==> config.mk <==
export PLATFORM = sky130hd
export DESIGN_NAME = alu_requester
export DESIGN_NICKNAME = d
export VERILOG_FILES = /design/src/rtl/alu_pkg.sv /design/src/rtl/alu_req_fifo.sv /design/src/rtl/alu_requester.sv
export SDC_FILE = /design/constraint.sdc
export NUM_CORES = 1
export LEC_CHECK = 0
export ABC_AREA = 1
export BUFFER_PORTS_ARGS = -buffer_cell sky130_fd_sc_hd__buf_2
export CAP_MARGIN = 20
export CORE_AREA = 2 2 117 119
export DETAILED_ROUTE_END_ITERATION = 6
export DIE_AREA = 0 0 119 121
export GPL_TIMING_DRIVEN = 0
export MAX_ROUTING_LAYER = met4
export PLACE_DENSITY_LB_ADDON = 0.3
export REMOVE_ABC_BUFFERS = 1
export SYNTH_ARGS = -nofsm -noshare
export SYNTH_HDL_FRONTEND = slang
export SYNTH_SLANG_ARGS = --single-unit
export TNS_END_PERCENT = 50
==> constraint.sdc <==
create_clock -name clock -period 3.5 [get_ports clock]
set_clock_uncertainty 0.2 [all_clocks]
set_input_delay 0.7 -clock clock [delete_from_list [all_inputs] [get_ports clock]]
set_output_delay 0.7 -clock clock [all_outputs]
set_load 0.02 [all_outputs]
==> src/rtl/alu_pkg.sv <==
// Shared definitions for the ALU requester slice.
// Op codes, error result constant, requester state and error predicate.
package alu_pkg;

    localparam logic [3:0] ALU_ADD = 4'h0;
    localparam logic [3:0] ALU_SUB = 4'h1;
    localparam logic [3:0] ALU_MUL = 4'h2;
    localparam logic [3:0] ALU_DIV = 4'h3;

    localparam logic [7:0] ALU_ERR_RESULT = 8'hAC;

    typedef enum logic [1:0] {
        IDLE = 2'd0,
        WAIT = 2'd1,
        RESP = 2'd2
    } req_state_e;

    // Error is judged from the command itself: 0xAC is also a legal
    // arithmetic result, so the ALU output cannot be used for this.
    function automatic logic is_err(input logic [31:0] op,
                                    input logic        b_zero);
        return (op > 32'(ALU_DIV)) ||
               ((op == 32'(ALU_DIV)) && b_zero);
    endfunction

endpackage

==> src/rtl/alu_req_fifo.sv <==
// Synchronous command FIFO for the ALU requester.
// Ports: clock_i/reset_i, push_i+wdata_i, pop_i, rdata_o (head), full_o, empty_o.
module alu_req_fifo #(
    parameter int WIDTH = 8,
    parameter int DEPTH = 4
) (
    input  logic             clock_i,
    input  logic             reset_i,
    input  logic             push_i,
    input  logic [WIDTH-1:0] wdata_i,
    input  logic             pop_i,
    output logic [WIDTH-1:0] rdata_o,
    output logic             full_o,
    output logic             empty_o
);

    localparam int AW = $clog2(DEPTH);

    logic [WIDTH-1:0] mem_q [DEPTH];
    logic [AW:0]      wptr_q;
    logic [AW:0]      rptr_q;

    // Pointers carry one extra wrap bit to tell full from empty.
    assign empty_o = (wptr_q == rptr_q);
    assign full_o  = (wptr_q[AW] != rptr_q[AW]) &&
                     (wptr_q[AW-1:0] == rptr_q[AW-1:0]);
    assign rdata_o = mem_q[rptr_q[AW-1:0]];

    always_ff @(posedge clock_i) begin
        if (reset_i) begin
            wptr_q <= '0;
            rptr_q <= '0;
        end else begin
            if (push_i && !full_o) begin
                mem_q[wptr_q[AW-1:0]] <= wdata_i;
                wptr_q <= wptr_q + 1'b1;
            end
            if (pop_i && !empty_o) begin
                rptr_q <= rptr_q + 1'b1;
            end
        end
    end

endmodule

==> src/rtl/alu_requester.sv <==
// Initiator for the ALU: buffers tagged commands, issues one at a time,
// returns tagged responses.
// Ports: clock/reset; cmd_* in (valid/ready); alu_a/alu_b/alu_op_code out,
// alu_result/alu_carry_out in; rsp_* out (valid/ready); busy, rsp_count.
import alu_pkg::*;

module alu_requester #(
    parameter int DATA_W      = 8,
    parameter int OP_W        = 4,
    parameter int TAG_W       = 4,
    parameter int FIFO_DEPTH  = 4,
    parameter int ALU_LATENCY = 1
) (
    input  logic              clock,
    input  logic              reset,
    input  logic              cmd_valid,
    output logic              cmd_ready,
    input  logic [DATA_W-1:0] cmd_a,
    input  logic [DATA_W-1:0] cmd_b,
    input  logic [OP_W-1:0]   cmd_op,
    input  logic [TAG_W-1:0]  cmd_tag,
    output logic [DATA_W-1:0] alu_a,
    output logic [DATA_W-1:0] alu_b,
    output logic [OP_W-1:0]   alu_op_code,
    input  logic [DATA_W-1:0] alu_result,
    input  logic              alu_carry_out,
    output logic              rsp_valid,
    input  logic              rsp_ready,
    output logic [DATA_W-1:0] rsp_result,
    output logic              rsp_carry,
    output logic [TAG_W-1:0]  rsp_tag,
    output logic              rsp_err,
    output logic              busy,
    output logic [15:0]       rsp_count
);

    localparam int CW    = 2 * DATA_W + OP_W + TAG_W;
    localparam int CNT_W = (ALU_LATENCY < 1) ? 1 : $clog2(ALU_LATENCY + 1);
    localparam logic [CNT_W-1:0] LAT = CNT_W'(ALU_LATENCY);

    logic              fifo_full;
    logic              fifo_empty;
    logic              push;
    logic              pop;
    logic              capture;
    logic              rsp_hs;
    logic [CW-1:0]     head;
    logic [DATA_W-1:0] head_a;
    logic [DATA_W-1:0] head_b;
    logic [OP_W-1:0]   head_op;
    logic [TAG_W-1:0]  head_tag;

    req_state_e state_q, state_d;

    logic [CNT_W-1:0]  wait_cnt_q, wait_cnt_d;
    logic [DATA_W-1:0] alu_a_q, alu_a_d;
    logic [DATA_W-1:0] alu_b_q, alu_b_d;
    logic [OP_W-1:0]   alu_op_q, alu_op_d;
    logic [TAG_W-1:0]  tag_q, tag_d;
    logic              err_q, err_d;
    logic [DATA_W-1:0] rsp_result_q, rsp_result_d;
    logic              rsp_carry_q, rsp_carry_d;
    logic [TAG_W-1:0]  rsp_tag_q, rsp_tag_d;
    logic              rsp_err_q, rsp_err_d;
    logic [15:0]       rsp_count_q, rsp_count_d;

    assign push = cmd_valid && cmd_ready;
    assign {head_tag, head_op, head_a, head_b} = head;

    alu_req_fifo #(
        .WIDTH (CW),
        .DEPTH (FIFO_DEPTH)
    ) u_fifo (
        .clock_i (clock),
        .reset_i (reset),
        .push_i  (push),
        .wdata_i ({cmd_tag, cmd_op, cmd_a, cmd_b}),
        .pop_i   (pop),
        .rdata_o (head),
        .full_o  (fifo_full),
        .empty_o (fifo_empty)
    );

    always_ff @(posedge clock) begin
        if (reset) begin
            state_q <= IDLE;
        end else begin
            state_q <= state_d;
        end
    end

    always_comb begin
        state_d = state_q;
        unique case (state_q)
            IDLE:    if (!fifo_empty) state_d = WAIT;
            WAIT:    if (wait_cnt_q == '0) state_d = RESP;
            RESP:    if (rsp_ready) state_d = IDLE;
            default: state_d = IDLE;
        endcase
    end

    always_comb begin
        cmd_ready = !fifo_full;
        rsp_valid = 1'b0;
        busy      = !fifo_empty;
        pop       = 1'b0;
        capture   = 1'b0;
        rsp_hs    = 1'b0;
        unique case (state_q)
            IDLE: pop = !fifo_empty;
            WAIT: begin
                busy    = 1'b1;
                capture = (wait_cnt_q == '0);
            end
            RESP: begin
                busy      = 1'b1;
                rsp_valid = 1'b1;
                rsp_hs    = rsp_ready;
            end
            default: ;
        endcase
    end

    always_comb begin
        wait_cnt_d   = wait_cnt_q;
        alu_a_d      = alu_a_q;
        alu_b_d      = alu_b_q;
        alu_op_d     = alu_op_q;
        tag_d        = tag_q;
        err_d        = err_q;
        rsp_result_d = rsp_result_q;
        rsp_carry_d  = rsp_carry_q;
        rsp_tag_d    = rsp_tag_q;
        rsp_err_d    = rsp_err_q;
        rsp_count_d  = rsp_count_q;
        if (pop) begin
            alu_a_d    = head_a;
            alu_b_d    = head_b;
            alu_op_d   = head_op;
            tag_d      = head_tag;
            err_d      = is_err(32'(head_op), head_b == '0);
            wait_cnt_d = LAT;
        end else if (state_q == WAIT && wait_cnt_q != '0) begin
            wait_cnt_d = wait_cnt_q - 1'b1;
        end
        if (capture) begin
            rsp_result_d = alu_result;
            rsp_carry_d  = alu_carry_out;
            rsp_tag_d    = tag_q;
            rsp_err_d    = err_q;
        end
        if (rsp_hs) begin
            rsp_count_d = rsp_count_q + 16'd1;
        end
    end

    always_ff @(posedge clock) begin
        if (reset) begin
            wait_cnt_q   <= '0;
            alu_a_q      <= '0;
            alu_b_q      <= '0;
            alu_op_q     <= '0;
            tag_q        <= '0;
            err_q        <= 1'b0;
            rsp_result_q <= '0;
            rsp_carry_q  <= 1'b0;
            rsp_tag_q    <= '0;
            rsp_err_q    <= 1'b0;
            rsp_count_q  <= '0;
        end else begin
            wait_cnt_q   <= wait_cnt_d;
            alu_a_q      <= alu_a_d;
            alu_b_q      <= alu_b_d;
            alu_op_q     <= alu_op_d;
            tag_q        <= tag_d;
            err_q        <= err_d;
            rsp_result_q <= rsp_result_d;
            rsp_carry_q  <= rsp_carry_d;
            rsp_tag_q    <= rsp_tag_d;
            rsp_err_q    <= rsp_err_d;
            rsp_count_q  <= rsp_count_d;
        end
    end

    assign alu_a       = alu_a_q;
    assign alu_b       = alu_b_q;
    assign alu_op_code = alu_op_q;
    assign rsp_result  = rsp_result_q;
    assign rsp_carry   = rsp_carry_q;
    assign rsp_tag     = rsp_tag_q;
    assign rsp_err     = rsp_err_q;
    assign rsp_count   = rsp_count_q;

endmodule
Yosys cells after proc, flatten, opt, wreduce, memory -nomap -nowiden
Memories as Yosys holds them, arrays and structs flattened. A register that Yosys moved wholly into a read port is not among the register bits.
Index checks and enable logic that the tools add are counted.
Widths: inputs -> output; s select.
{"block": "totals", "ram_bits": 96, "elab_cells": 60, "register_bits": 64, "n_memories": 1, "input_bits": 37}
{"block": "op_classes", "mux": 16, "n_eq_ne": 9, "reduce_logical": 14, "add_sub_neg": 4, "order_cmp": 1, "bitwise_logic": 1}
{"name": "u_fifo.mem_q", "words": 4, "width": 24, "rd": 1, "rd_ports_with_merged_regs": 1, "write_ports": 1, "line": "alu_req_fifo.sv:19", "text": "logic [WIDTH-1:0] mem_q [DEPTH];"}
{"cell": "$add 16x1->16 const B", "count": 1}
{"cell": "$mux 1", "count": 10}
{"cell": "$mux 2", "count": 5}
{"cell": "$logic_not 8->1", "count": 1}
{"cell": "$add 3x1->3 const B", "count": 2}
{"cell": "$logic_and 1x1->1", "count": 6}
{"cell": "$ne 2x2->1 const B", "count": 3}
{"cell": "$pmux 2 s3", "count": 1}
{"cell": "$eq 4x2->1 const B", "count": 1}
{"cell": "$gt 4x2->1 const B", "count": 1}
{"cell": "$eq 3x3->1", "count": 1}
{"cell": "$reduce_and 3->1", "count": 1}
{"cell": "$eq 2x1->1 const B", "count": 1}
{"cell": "$eq 2x2->1", "count": 1}
{"cell": "$eq 2x2->1 const B", "count": 1}
{"cell": "$logic_not 1->1", "count": 2}
{"cell": "$logic_not 2->1", "count": 1}
{"cell": "$reduce_bool 2->1", "count": 1}
{"cell": "$reduce_or 2->1", "count": 1}
{"cell": "$logic_or 1x1->1", "count": 1}
{"cell": "$ne 1x1->1", "count": 1}
{"cell": "$not 1->1", "count": 1}
{"cell": "$sub 1x1->1 const B", "count": 1}

Logic depth before layout (Yosys ltp)
Gate-level depths: netlist of run 1.
{"block": "depth", "depth_word": 8, "mapped_depth": 11, "depth_no_buf": 11}

By module
Synthesis of run 1 repeated with hierarchy kept, for this count alone.
{"block": "hier_totals", "cells_unflattened": 640, "hier_area_um2": 6472.5}
{"mod": "alu_req_fifo", "n_inst": 1, "area_each_um2": 4071.4, "cells_per_inst": 307}
{"mod": "alu_requester", "n_inst": 1, "area_each_um2": 2401.1, "cells_per_inst": 333}

Least setup slack after synthesis of run 1
OpenSTA, ideal clock, no wires.
{"block": "synth_path", "path_type": "input-to-reg", "from": "in reset", "to": "mem u_fifo.mem_q[1][0] (netlist name) (enable)", "setup_slack_ns": 0.649, "t_arrival_ns": 2.247, "setup_time_ns": 0.405, "stages": 5, "required_time_ns": 2.895, "cell_sequence": "clkbuf_1 inv_1 buf_2 nand2_1 nor2_1"}
{"block": "synth_via", "elab_chain_len": 2}
{"item": "start: declaration", "line": "alu_requester.sv:15", "text": "input logic reset,"}
{"item": "$mux 1", "line": "alu_req_fifo.sv:30", "text": "if (reset_i) begin"}
{"item": "$mux 1 (implied by the code)", "line": "alu_req_fifo.sv:35", "text": "mem_q[wptr_q[AW-1:0]] <= wdata_i;"}
{"item": "end: declaration", "line": "alu_req_fifo.sv:19"}
No other way between the ends.

Worst setup path in the final report of run 1
{"block": "layout_path", "from": "in reset", "to": "mem u_fifo.mem_q[2][15] (netlist name) (enable)"}
The elaborated chain is that of the path after synthesis.

==> results of run 1 <==
tightest hold or removal path, stage by stage (launching register included):
cell     delay, ns
dfxtp_1       0.31
nand2_1       0.06
a21oi_1       0.05
layer usage:
layer / track usage / vias up / wire, um
met2: 0.3186 / 151 / 6571
met1: 0.2239 / 2140 / 5465
li1: - / 2286 / -
met3: 0.05639 / 14 / 875
met4: 0.07664 / 0 / 156
met5: - / - / 0
metrics by stage:
stage	std cells	worst slack (ns)	area, um^2
after floorplan	603	0.2899	6225
after global placement	868	-1.417	6890
after detailed placement	869	0.02487	6944
after CTS	901	0.4815	7552
after global routing	901	0.3413	7552
final	902	0.5716	7555
cells in the mapped netlist, drive strengths merged:
| cell | n |
|---|---|
| inv | 43 |
| xor2 | 3 |
| nor2 | 131 |
| xnor2 | 3 |
| buf | 17 |
| nand2 | 96 |
| nor3 | 2 |
| o21bai | 1 |
| nand3b | 1 |
| o22ai | 12 |
| a21oi | 26 |
| nor3b | 1 |
| ha | 10 |
| dfxtp | 66 |
| edfxtp | 96 |
| o21ai | 76 |
| nand3 | 33 |
| clkbuf | 12 |
| or2 | 1 |
| nand4 | 2 |
cell type report:
class / count / area share
timing repair buffer: 90 / 0.06260
sequential: 162 / 0.5566
tap: 176 / 0.02915
multi-input combinational: 398 / 0.2494
inverter: 43 / 0.02136
clock inverter: 15 / 0.02418
clock buffer: 17 / 0.05631
antenna: 1 / 0.0003312
power groups by stage:
stage	clock network (W)	logic [W]	registers [W]
floorplan	0	0.000976	0.00275
global placement	0	0.00169	0.00259
detailed placement	0	0.00174	0.00260
CTS	0.00191	0.00176	0.00256
global route	0.00198	0.00196	0.00261
finish	0.00187	0.00173	0.00256
kinds of logic (layout without fill, tap and decap cells):
kind of cell / count (synthesis) / after routing / share of synthesized area
fa+ha+maj: 10 / 10 / 0.01959
compound gates: 115 / 115 / 0.09287
other cells: 0 / 1 / 0
buf+inv: 72 / 165 / 0.05055
simple gates: 267 / 267 / 0.1705
flops: 162 / 162 / 0.6583
xor+xnor: 6 / 6 / 0.008230
state kept, by name, indices dropped and copies added, names as in the netlist, named ones only:
name,cells
u_fifo.mem_q,96
rsp_count,16
alu_a,8
alu_b,8
rsp_result,8
alu_op_code,4
rsp_tag,4
tag_q,4
u_fifo.rptr_q,3
u_fifo.wptr_q,3
state_q,2
err_q,1
rsp_carry,1
rsp_err,1
wait_cnt_q,1
final timing paths:
check / start / end
worst min register to register: alu_op_code[0] / alu_op_code[0]
worst max register to register: register / err_q
worst max-delay path: reset / u_fifo.mem_q[2][15]
worst min-delay path: alu_op_code[0] / alu_op_code[0]
==> summary.md, run 1 <==
| Metric | Value |
|---|---|
| Status | finished, final reports clean |
| Largest cells by area after synthesis | edfxtp_1 45%, dfxtp_1 21%, nor2_1 7.6%, o21ai_0 5.9%, nand2_1 5.6% |
| WP data arrival | between 2 and 3 ns |
| Vias | 4,591 |
| Vias in the first global route | around 4,300 |
| Total track usage | 0.1932 |
| Die height | 121 um |
| GP Congestion | 0.7653 |
| PostCTS Resize Cnt | 0 |
| FILL cells | 1,141 |
| CTS tree | done |
| Remaining antenna violation count after routing | 0 |
| Reg2Reg Depth | 8 |
| Top cell type's share of synthesized area | 0.4514 |
| P_sw | ~0.0022 W |
| Peak supply drop | 0.0005077 V |
| Internal cell power | roughly 0.004 W |
| RSZ-0062 raised after global routing | false |
| Max_cap viols | 0 |
| GRT overflow | 0 |
| Setup CP Type | input pin to register |
| Final setup violation count | 0 |
| Slowest CP cell | nor2_2 |
| Syn avg cell area | around 10 um^2 |
| Row cnt | 42 |
| Largest net degree at the start of global routing | 59 |
| CP Max Fanout | 58 |
| Nets | around 760 |
| WHS | 0.2635 ns |
| Combinational power share | 0.281 |
| Drt first pass iters | 4 |
| Commonest cells after routing, fill and taps aside | 125 x nor2_1, 96 x edfxtp_1, 95 x nand2_1 |
| Core region area | 13,090 um^2 |
| Slew @ Worst Pin | slightly above 1 ns |
| Area of the multi-input gates | around 1900 um^2 |
| Hold Crit Depth | 2 |
| Final Hold Viols | 0 |
| Yosys reg bits | 162 |
| Yosys warnings | 0 |
| Util after Layout | 0.5774 |
| Buf/Inv on CP | 3 |
| Layout cells sized above 1 | 0.1903 |
| DRC viols | 0 |
| Register area | 4205 um^2 |
| Synth cell types | 29 |
| Max stage delay on crit path | 0.68 ns |
| Root Buffer | clkbuf_16 |
| Die W | ~120 um |
| Clk slew on worst S/H paths | around 0.060 ns |
| Seq/Total Area, Yosys | 0.6583 |
| Seq pwr share | 0.416 |
| Die area | 14,400 um^2 |
| First-pass GRT wire length | around 21,000 um |
| Critical Path RT | 3.43 ns |
| Cell area power density | 816.0 nW/um^2 |
| Setup_tns | 0 ns |
| Total wire length | 13,070 um |
| Fin crit period | 2.928 ns |
| Setup crit end kind | register |
| Sw frac | 0.3542 |
| Port buffer count | 89 |
| Largest area contributor in the netlist | edfxtp_1 |
| Hold Crit Class | register to register |
| CTS Buf Count | 17 |
| Tcrit/Tclk final | 0.8367 |
| Clock power frac | 0.303 |
| Most common cell after layout, fill and taps aside | nor2_1 |
| Detailed Place HPWL | between 7000 and 8000 um |
| Flop2flop setup slack | 0.84 ns |
| CTS sink cnt | approximately 160 |
| Iteration-0 DRC Markers | between 200 and 300 |
| Syn Std Cell Area | about 6400 um^2 |
| CP delay by family, top | simple AND/OR/NAND/NOR gates |
| Via/cell ratio | 5.090 |
| Crit start category | input pin |
| Max Buffers Root-to-Sink | 2 |
| CTS Hold Bufs | 0 |
| CP Depth | 5 |
| H-tree Lvls | 4 |
| Fmax achieved | 0.3415 GHz |
| Leakage power | 3.084 nW |
| Final Power | 0.006165 W |
| CP cell instances | buf_2 > inv_2 > nand2_1 > nor2_2 > buf_16 |
| Gate Count Post-Synth | 632 |
| Clk Latency, worst-skew pair | 0.42 ns |
| Initial Util | 0.4880 |
| Area growth syn-to-layout | 18.30% |
| WL/cell | approximately 14 um |
| IO Pins | 90 |
| Rel. slew slack | 0.3241 |
| Max Slew Vio Count | 0 |
| Initial antenna violation count | 0 |
| Post CTS Setup Buffer Count | 0 |
(Power assumes the default switching activity.)
==> inputs of run 2 (changes only) <==
- clock period: 3.5 -> 2.8 ns (I/O delays scaled with it)
==> summary.md, run 2 (synthesized netlist as in run 1, its figures left out) <==
| Metric | Value |
|---|---|
| Max stage delay on crit path | 0.72 ns (+0.04 ns) |
| Cell area power density | 1019 nW/um^2 (+25%) |
| FILL cells | 1,136 (-0.44%) |
| Met3 GRT Util | 0.05639 (unchanged) |
| Fmax achieved | 0.3981 GHz |
| Peak supply drop | 0.0006343 V (+25%) |
| Remaining antenna violation count after routing | 0 (unchanged) |
| Util after Layout | 0.5797 (+0.002295) |
| Max Slew Vio Count | 0 (unchanged) |
| Buf/Inv on CP | 1 (-2) |
| Die W | 119 um (unchanged) |
| WL/cell | 14.91 um (+2.9%) |
| CP cell instances | xnor2_1 > nand3b_1 > nand2_1 > inv_1 > nand2_2 > nor2_4 |
| Final setup violation count | 0 (unchanged) |
| CTS Hold Bufs | 0 (unchanged) |
| Met2 usage | 0.3190 (+0.0003592) |
| Leakage power | 3.088 nW (+0.14%) |
| Commonest cells after routing, fill and taps aside | 125 x nor2_1, 96 x edfxtp_1, 94 x nand2_1 |
| Hold EP | u_fifo.mem_q[3][19] |
| Clk Latency, worst-skew pair | 0.43 ns (about the same) |
| Area growth syn-to-layout | 18.77% |
| WHS | 0.1466 ns (-0.1168 ns) |
| Post CTS Setup Buffer Count | 0 (unchanged) |
| CTS tree | done |
| Row cnt | 42 (unchanged) |
| Hold Crit Depth | 1 (-1) |
| Initial Util | 0.4880 (unchanged) |
| Status | finished, final reports clean |
| DRC viols | 0 (unchanged) |
| Nets | 761 (+0.26%) |
| Root Buffer | clkbuf_16 |
| CTS sink cnt | 162 (unchanged) |
| GRT Max-Usage Layer | met2 |
| Clk slew on worst S/H paths | 0.06 ns (about the same) |
| Iteration-0 DRC Markers | 262 (-1.1%) |
| Met1 usage | 0.2242 (+0.0003123) |
| Fin area | 7585 um^2 (+0.40%) |
| Rel. slew slack | 0.3148 (-0.009231) |
| RSZ-0062 raised after global routing | false |
| Area of the multi-input gates | 1909 um^2 (+1.3%) |
| Max Buffers Root-to-Sink | 2 (unchanged) |
| Total wire length | 13,480 um (+3.1%) |
| Via/cell ratio | 5.092 (about the same) |
| GRT overflow | 0 (unchanged) |
| Register area | 4208 um^2 (about the same) |
| Core region area | 13,090 um^2 (unchanged) |
| Layout cells sized above 1 | 0.1939 (+0.003603) |
| CP Max Fanout | 24 (-59%) |
| Port buffer count | 89 (unchanged) |
| Setup crit end kind | register |
| Fin crit period | 2.512 ns |
| Setup_tns | 0 ns (unchanged) |
| Final Power | 0.007726 W (+25%) |
| H-tree Lvls | 4 (unchanged) |
| Die height | 121 um (unchanged) |
| Final Hold Viols | 0 (unchanged) |
| Detailed Place HPWL | 7839 um (unchanged) |
| Placed Instance Area | 6944 um^2 (unchanged) |
| Setup CP Type | register to register |
| Crit start category | register |
| CP delay by family, top | simple AND/OR/NAND/NOR gates |
| Min-Delay Startpoint | cmd_op[3] |
| Reg2Reg Depth | 6 (-2) |
| Slowest CP cell | nor2_4 |
| First-pass GRT wire length | 20,690 um (+0.10%) |
| Hold Crit Class | input pin to register |
| Die area | 14,400 um^2 (unchanged) |
| Reg-to-reg endpoint | u_fifo.mem_q[0][8] |
| Most common cell after layout, fill and taps aside | nor2_1 |
| Critical Path RT | 2.65 ns (-0.78 ns) |
| Max_cap viols | 0 (unchanged) |
| Vias in the first global route | 4,307 (-0.023%) |
| Flop2flop setup slack | 0.29 ns (-0.55 ns) |
| FF-to-FF Start | u_fifo.wptr_q[2] |
| GP Congestion | 0.7653 (unchanged) |
| WP data arrival | 2.36 ns (-0.50 ns) |
| Largest net degree at the start of global routing | 59 (unchanged) |
| Max reg flops | 96 (unchanged) |
| Tcrit/Tclk final | 0.8971 |
| CTS Buf Count | 17 (unchanged) |
| Drt first pass iters | 5 (+1) |
| IO Pins | 90 (unchanged) |
| Vias | 4,603 (+0.26%) |
| Slew @ Worst Pin | 1.026 ns (+0.01383 ns) |
| Initial antenna violation count | 0 (unchanged) |
| Total track usage | 0.1934 (+0.0002115) |
run 2: cell types whose count changed in the layout (fill, tap and decap cells not counted):
cell     before  now
nand2_2       1    2
inv_4         0    1
inv_2         4    3
nand2_1      95   94
dfxtp_2       1    0
dfxtp_4       0    1
nor2_4        4    6
run 2: worst max-delay path by stage:
stage | startpoint | to | slack (ns) | cells past startpoint
2_1_floorplan | reset | u_fifo.mem_q[0][0] | -0.27 | 3
3_3_place_gp | reset | u_fifo.mem_q[3][10] | -1.98 | 4
3_5_place_dp | reset | u_fifo.mem_q[2][17] | -0.54 | 5
4_1_cts | reset | u_fifo.mem_q[1][21] | 0.01 | 4
5_1_grt | u_fifo.wptr_q[2] | u_fifo.mem_q[0][20] | 0.12 | 6
6_report | u_fifo.wptr_q[2] | u_fifo.mem_q[0][8] | 0.29 | 6
run 2: cell type report:
class	count	share of cell area
inverters	43	0.02161
clock buffers	17	0.05609
diodes	1	0.0003299
multi-input cells	400	0.2517
clock inverters	15	0.02408
repair buffers	90	0.06236
flip-flops and latches	162	0.5548
well taps	176	0.02903
run 2: repair_timing:
| action | in CTS | in global routing |
|---|---|---|
| pin swaps | 0 | 1 |
| gates resized for setup | 1 | 5 |
| endpoints found under the hold margin | 0 | 0 |
| setup endpoints to repair | 14 | 73 |
| cloned | 0 | 2 |
run 2: worst reg2reg max path, stage by stage (launching register included):
cell and delay [ns]:
dfxtp_1 0.34, xnor2_1 0.23, nand3b_1 0.16, nand2_1 0.11
inv_1 0.14, nand2_2 0.23, nor2_4 0.73
run 2: report_power, final:
group | switching (W) | internal, W
clock network | 0.000938 | 0.00141
registers | 0.000316 | 0.00289
logic | 0.00149 | 0.000680
total | 0.00275 | 0.00498
run 2: metal layers:
| layer | routed length, um | up-vias |
|---|---|---|
| met3 | 783 | 19 |
| met4 | 206 | 0 |
| met5 | 0 | - |
| li1 | - | 2293 |
| met2 | 6722 | 139 |
| met1 | 5763 | 2152 |
run 2: per-stage QoR:
stage | cells | setup WS, ns
final | 904 | 0.2882
after global routing | 903 | 0.1224
after CTS | 901 | 0.01443
after detailed placement | 869 | -0.5351
after global placement | 868 | -1.977
after floorplan | 603 | -0.2701
